--- src/rtl/wb_arbiter_pkg.sv ---
// Shared Wishbone bus types and arbiter constants used by the arbiter and its
// round-robin picker.
package wb_arbiter_pkg;

  localparam int WB_AW           = 32;
  localparam int WB_DW           = 32;
  localparam int WB_SW           = 4;
  localparam int TIMEOUT_DEFAULT = 255;

  typedef struct packed {
    logic             cyc;
    logic             stb;
    logic             we;
    logic [WB_AW-1:0] adr;
    logic [WB_DW-1:0] dat;
    logic [WB_SW-1:0] sel;
  } iWishbone_Ctrl;

  typedef struct packed {
    logic             ack;
    logic [WB_DW-1:0] dat;
  } iWishbone_Peri;

  typedef enum logic [1:0] {
    ST_IDLE  = 2'd0,
    ST_OWNED = 2'd1,
    ST_ABORT = 2'd2
  } arb_state_e;

  // Saturating 8-bit increment for event counters
  function automatic logic [7:0] sat_inc8(input logic [7:0] v);
    if (v == 8'hFF) begin
      return v;
    end else begin
      return v + 8'd1;
    end
  endfunction

endpackage

--- src/rtl/wb_arbiter_rr_pick.sv ---
// Combinational round-robin picker: one-hot grant to the first requester at or
// after ptr, wrapping from N-1 back to 0.
module rr_pick #(
  parameter int N = 2
) (
  input  logic [N-1:0]         req,
  input  logic [$clog2(N)-1:0] ptr,
  output logic [N-1:0]         gnt
);

  logic [N-1:0] rot_s;
  logic [N-1:0] first_s;

  // Rotate so ptr lands on bit 0, isolate the lowest set bit, rotate back
  assign rot_s   = (req >> ptr) | (req << (N - int'(ptr)));
  assign first_s = rot_s & (~rot_s + N'(1));
  assign gnt     = (first_s << ptr) | (first_s >> (N - int'(ptr)));

endmodule

--- src/rtl/wb_arbiter.sv ---
// Round-robin arbiter letting N Wishbone controllers share one peripheral bus,
// with a per-strobe ack watchdog that synthesizes an aborting ack.
module wb_arbiter
  import wb_arbiter_pkg::*;
#(
  parameter int N       = 2,
  parameter int TIMEOUT = TIMEOUT_DEFAULT
) (
  input  logic          clk,
  input  logic          rst,
  input  iWishbone_Ctrl wb_c_in  [N],
  output iWishbone_Peri wb_p_out [N],
  output iWishbone_Ctrl wb_c,
  input  iWishbone_Peri wb_p,
  output logic [N-1:0]  grant,
  output logic [7:0]    timeout_cnt
);

  localparam int PTR_W = $clog2(N);
  // Abort fires on the stalled cycle that would take the count to TIMEOUT
  localparam logic [7:0] WDOG_LAST = 8'(TIMEOUT - 1);

  arb_state_e       state_r;
  logic [N-1:0]     grant_r;
  logic [PTR_W-1:0] owner_r;
  logic [PTR_W-1:0] rr_ptr_r;
  logic [7:0]       wdog_r;
  logic [7:0]       tcnt_r;

  logic [N-1:0]     req_s;
  logic [N-1:0]     pick_s;
  logic [PTR_W-1:0] pick_idx_s;
  logic [PTR_W-1:0] next_ptr_s;
  iWishbone_Ctrl    own_c_s;

  function automatic logic [PTR_W-1:0] onehot_idx(input logic [N-1:0] oh);
    logic [PTR_W-1:0] idx;
    idx = '0;
    for (int i = 0; i < N; i++) begin
      if (oh[i]) begin
        idx = PTR_W'(i);
      end else begin
        idx = idx;
      end
    end
    return idx;
  endfunction

  // Collect the cyc lines into a request vector
  always_comb begin
    req_s = '0;
    for (int i = 0; i < N; i++) begin
      req_s[i] = wb_c_in[i].cyc;
    end
  end

  rr_pick #(.N(N)) u_rr_pick (
    .req (req_s),
    .ptr (rr_ptr_r),
    .gnt (pick_s)
  );

  assign pick_idx_s = onehot_idx(pick_s);
  assign next_ptr_s = (pick_idx_s == PTR_W'(N - 1)) ? '0 : pick_idx_s + PTR_W'(1);
  assign own_c_s    = wb_c_in[owner_r];

  // Arbitration FSM, watchdog and abort counter
  always_ff @(posedge clk or posedge rst) begin
    if (rst) begin
      state_r  <= ST_IDLE;
      grant_r  <= '0;
      owner_r  <= '0;
      rr_ptr_r <= '0;
      wdog_r   <= 8'd0;
      tcnt_r   <= 8'd0;
    end else begin
      case (state_r)
        ST_IDLE: begin
          wdog_r <= 8'd0;
          if (|req_s) begin
            state_r  <= ST_OWNED;
            grant_r  <= pick_s;
            owner_r  <= pick_idx_s;
            rr_ptr_r <= next_ptr_s;
          end else begin
            grant_r <= '0;
          end
        end
        ST_OWNED: begin
          if (!own_c_s.cyc) begin
            state_r <= ST_IDLE;
            grant_r <= '0;
            wdog_r  <= 8'd0;
          end else if (!own_c_s.stb || wb_p.ack) begin
            wdog_r <= 8'd0;
          end else if (wdog_r == WDOG_LAST) begin
            state_r <= ST_ABORT;
            wdog_r  <= 8'd0;
            tcnt_r  <= sat_inc8(tcnt_r);
          end else begin
            wdog_r <= wdog_r + 8'd1;
          end
        end
        ST_ABORT: begin
          wdog_r <= 8'd0;
          if (own_c_s.cyc) begin
            state_r <= ST_OWNED;
          end else begin
            state_r <= ST_IDLE;
            grant_r <= '0;
          end
        end
        default: begin
          state_r <= ST_IDLE;
          grant_r <= '0;
          wdog_r  <= 8'd0;
        end
      endcase
    end
  end

  // Shared bus follows the owner only while it legitimately holds the bus
  always_comb begin
    wb_c = '0;
    if (state_r == ST_OWNED) begin
      wb_c = own_c_s;
    end else begin
      wb_c = '0;
    end
  end

  // Route the response to the owner; an abort substitutes an empty ack
  always_comb begin
    for (int i = 0; i < N; i++) begin
      wb_p_out[i] = '0;
      if ((state_r == ST_OWNED) && (owner_r == PTR_W'(i))) begin
        wb_p_out[i] = wb_p;
      end else if ((state_r == ST_ABORT) && (owner_r == PTR_W'(i))) begin
        wb_p_out[i].ack = 1'b1;
        wb_p_out[i].dat = '0;
      end else begin
        wb_p_out[i] = '0;
      end
    end
  end

  assign grant       = grant_r;
  assign timeout_cnt = tcnt_r;

endmodule

--- config.mk ---
export PLATFORM = sky130hd
export DESIGN_NAME = wb_arbiter
export DESIGN_NICKNAME = d
export VERILOG_FILES = /design/src/rtl/wb_arbiter_pkg.sv /design/src/rtl/wb_arbiter_rr_pick.sv /design/src/rtl/wb_arbiter.sv
export SDC_FILE = /design/constraint.sdc
export NUM_CORES = 1
export LEC_CHECK = 0
export CAP_MARGIN = 10
export CORE_AREA = 8 8 119 121
export CTS_CLUSTER_SIZE = 30
export DETAILED_ROUTE_END_ITERATION = 16
export DIE_AREA = 0 0 127 129
export MAX_ROUTING_LAYER = met4
export PLACE_DENSITY = 0.7
export SYNTH_ARGS = -nofsm -noshare
export SYNTH_HDL_FRONTEND = slang
export SYNTH_HIERARCHICAL = 1
export SYNTH_SLANG_ARGS = --single-unit
--- constraint.sdc ---
create_clock -name clk -period 2.65 [get_ports clk]
set_input_delay 0.265 -clock clk [delete_from_list [all_inputs] [get_ports clk]]
set_output_delay 0.265 -clock clk [all_outputs]
set_load 0.02 [all_outputs]
==> results.md <==
* Outcome: complete, no violations
* Final Hold Fails at 0
* Syn Area/Cell at 8.11 µm²
* Setup CP Type: reg -> out
* Commonest non-fill, non-tap cell in the layout: clkdlybuf4s50_1
* Fraction of registers with async set/reset at 100%
* Largest net degree at the start of global routing at between 50 and 60
* Routed len/inst at between 20 and 25 µm
* Area contributors post-synth: mux2i_1 (25%), dfrtp_1 (20%), nor2b_1 (16%), and3_1 (8.0%), and2_1 (7.8%)
* Switching pwr at ~2500 µW
* Max-Cap Viols at 0
* GRT Resource Usage Total at between 15 and 20%
* Arrival time worst endpoint at roughly 2200 ps
* Min-delay worst type: in -> async
* Layout Nets at 835
* Largest stage delay, worst path at approximately 640 ps
* Placed inst area at approximately 6200 µm²
* R2R depth at 4
* Synthesized cell area at between 2000 and 3000 µm²
* Clock power frac at under 10%
* Crit-path slowest cell: clkdlybuf4s50_1
* PD cells at 855 nW/µm²
* Die Ht at ~130 µm
* Final wirelength at about 16 mm
* DP HPWL at about 14 mm
* Gr ovfl total at 0
* # IOs at 324
* Most frequent cells in the layout: clkdlybuf4s50_1 (323), nor2b_1 (72), mux2i_1 (70)
* Layout cells sized above 1 at roughly 2.2%
* #FFs+latches synth at 22
* Final worst path period share at 94.5%
* Vias in the first global route at 3,491
* N_diodes at 0
* Seq pwr share at under 10%
* # DRC at 0
* Post-synth EDFFs at 0
* Actual slew at the worst max-slew pin at 804 ps
* Setup tns final at 0 ps
* Initial antenna violation count at 0
* Drt initial violations at roughly 190
* Post-Route Skew at approximately 4.7 ps
* Clock Tree Buf Depth at 2
* RR Startpoint: owner_r
* Clk Latency, worst-skew pair at 250 ps
* Starting Density at a little under a quarter
* Syn nets at ~530
* Storage cell area at around 550 µm²
* Crit path time final at 2500 ps
* Peak supply drop at around 470 µV
* Share of the synthesized area in the top cell type at 24.9%
* Placer Congestion at between 0.9 and 1
* CTS H-tree depth at 1
* RSZ-0062 raised after global routing: no
* Slew Viols, Final at 0
* # clock sinks at 22
* Yosys Warn Count at 6
* Area delta synth->final at 123%
* R2R Setup Slk at ~640 ps
* Die Wd at approximately 130 µm
* Worst slack at placement at about 400 ps
* Final count of negative-setup-slack endpoints at 0
* First drt pass iteration count at 4
* Ys flop type: dfrtp_1
* Unique masters post-synth at 32
* DR vias at between 3,000 and 4,000
* Post-synth top area cell: mux2i_1
* Fillers at between 1,000 and 1,500
* Maximum clock rate at between 300 and 400 MHz
* Worst Slack Setup Final at 145 ps
* Sw frac at between 40% and 50%
* Die area at between 15,000 and 20,000 µm²
* Port Buffer Count at 323
* Post-Synthesis Cells at about 350
* Core box area at 12,300 µm²
* Critical Path Sink Type: output port
* RR Endpoint: state_r[0]
* Detail Route Antenna Nets at 0
* Slew headroom at a little under half
* DR vias/cell at 4.51
* Finished Cell Area at 6270 µm²
* Cell Int Power at about 2800 µW
* Max FO, Critical Path at 32
* Row Count at 41
* Clk slew on worst S/H paths at approximately 60 ps
* CTS tree: built
* Sequential fraction of the synthesis area at roughly a fifth
* Critical Path RT at around 2400 ps
* Crit path cell chain: inv_1, ha_2, nor2b_1, buf_4, and2_1, clkdlybuf4s50_1
* Setup Fix Bufs, Post-CTS at 0
* Clock Tree Root: clkbuf_16
* CTS Buf Count at 3
* Global-route wire length before repair at about 23 mm
* Gate power share at between 80% and 90%
* Leak Pwr at about 0.0026 µW
* CP startpoint kind: flop
* Area of the multi-input gates at 2120 µm²
## metal layers
metal  vias to the layer above  track usage, %  part of all wire [%]
met5                         -               -                     0
met4                         0            3.08                   1.3
met3                        16            3.68                   6.0
met2                       133            34.3                    54
met1                      1679            19.4                    39
li1                       1776               -                     -
## state kept, by name, summed over array words and instances, names as in the netlist
signal,flops
timeout_cnt,8
rr_ptr_r,1
grant,2
state_r,2
owner_r,1
wdog_r,8
## final cells by class
class                   instances  area share (%)
multi-input cells             290            33.9
clock buffers                   4            1.26
well taps                     150            2.99
inverters                       5           0.299
flip-flops and latches         22            8.84
repair buffers                329            52.7
## metrics by stage
step	total power (µW)	std cells	util [%]	hold WS [ps]
floorplan	2930	347	-	254
global placement	5040	796	50.3	473
detailed placement	5080	796	50.3	477
CTS	5410	800	50.9	486
global route	5640	800	50.9	498
finish	5360	800	50.9	470
## critical path, delay by kind of cell (launching register included)
family | cells | cell delay, ps
buffers and inverters | 3 | 1020
flip-flops | 1 | 410
AND/OR/NAND/NOR | 2 | 320
adder cells (fa/ha/maj) | 1 | 220
## power by group through the flow
stage / sequential [µW] / clock, µW / combinational [µW]
floorplan: 411 / 0 / 2520
global placement: 454 / 0 / 4580
detailed placement: 461 / 0 / 4610
CTS: 455 / 323 / 4630
global route: 464 / 341 / 4840
finish: 453 / 315 / 4590
## what timing repair did
item / CTS / global route
hold buffers: 0 / 0
setup endpoints to repair: 0 / 2
gates resized for setup: 0 / 1
hold endpoints to repair: 0 / 0
## how the worst max path moves through the flow
stage	from	endpoint	slack [ps]
floorplan	state_r[1]	wb_c[0]	760
global placement	state_r[1]	wb_p_out[32]	450
detailed placement	state_r[1]	wb_p_out[32]	400
CTS	state_r[1]	wb_p_out[32]	120
global route	state_r[1]	wb_p_out[52]	30
finish	state_r[1]	wb_p_out[53]	150
## kinds of logic (layout without fill, tap and decap cells)
group           count (synthesis)  after routing  synth area share [%]
compound gates                  8              8                  1.96
buf+inv                        35            338                  5.02
fa+ha+maj                       7              7                  3.11
flops                          22             22                  19.6
xor+xnor                       13             13                  4.05
mux                            74             74                  26.5
simple gates                  188            188                  39.8
## cells in the mapped netlist, types with 3 or more instances
cell type and count:
nand3_1 9, nand4_1 3, dfrtp_1 22, and3_1 36, and2_1 35, mux2i_1 70, buf_2 5, inv_1 5
nand2_1 9, xor2_1 10, xnor2_1 3, nor4_1 4, clkbuf_1 24, ha_1 7, nor2_1 13, nor2b_1 72
Power figures use the tool's default switching activity.
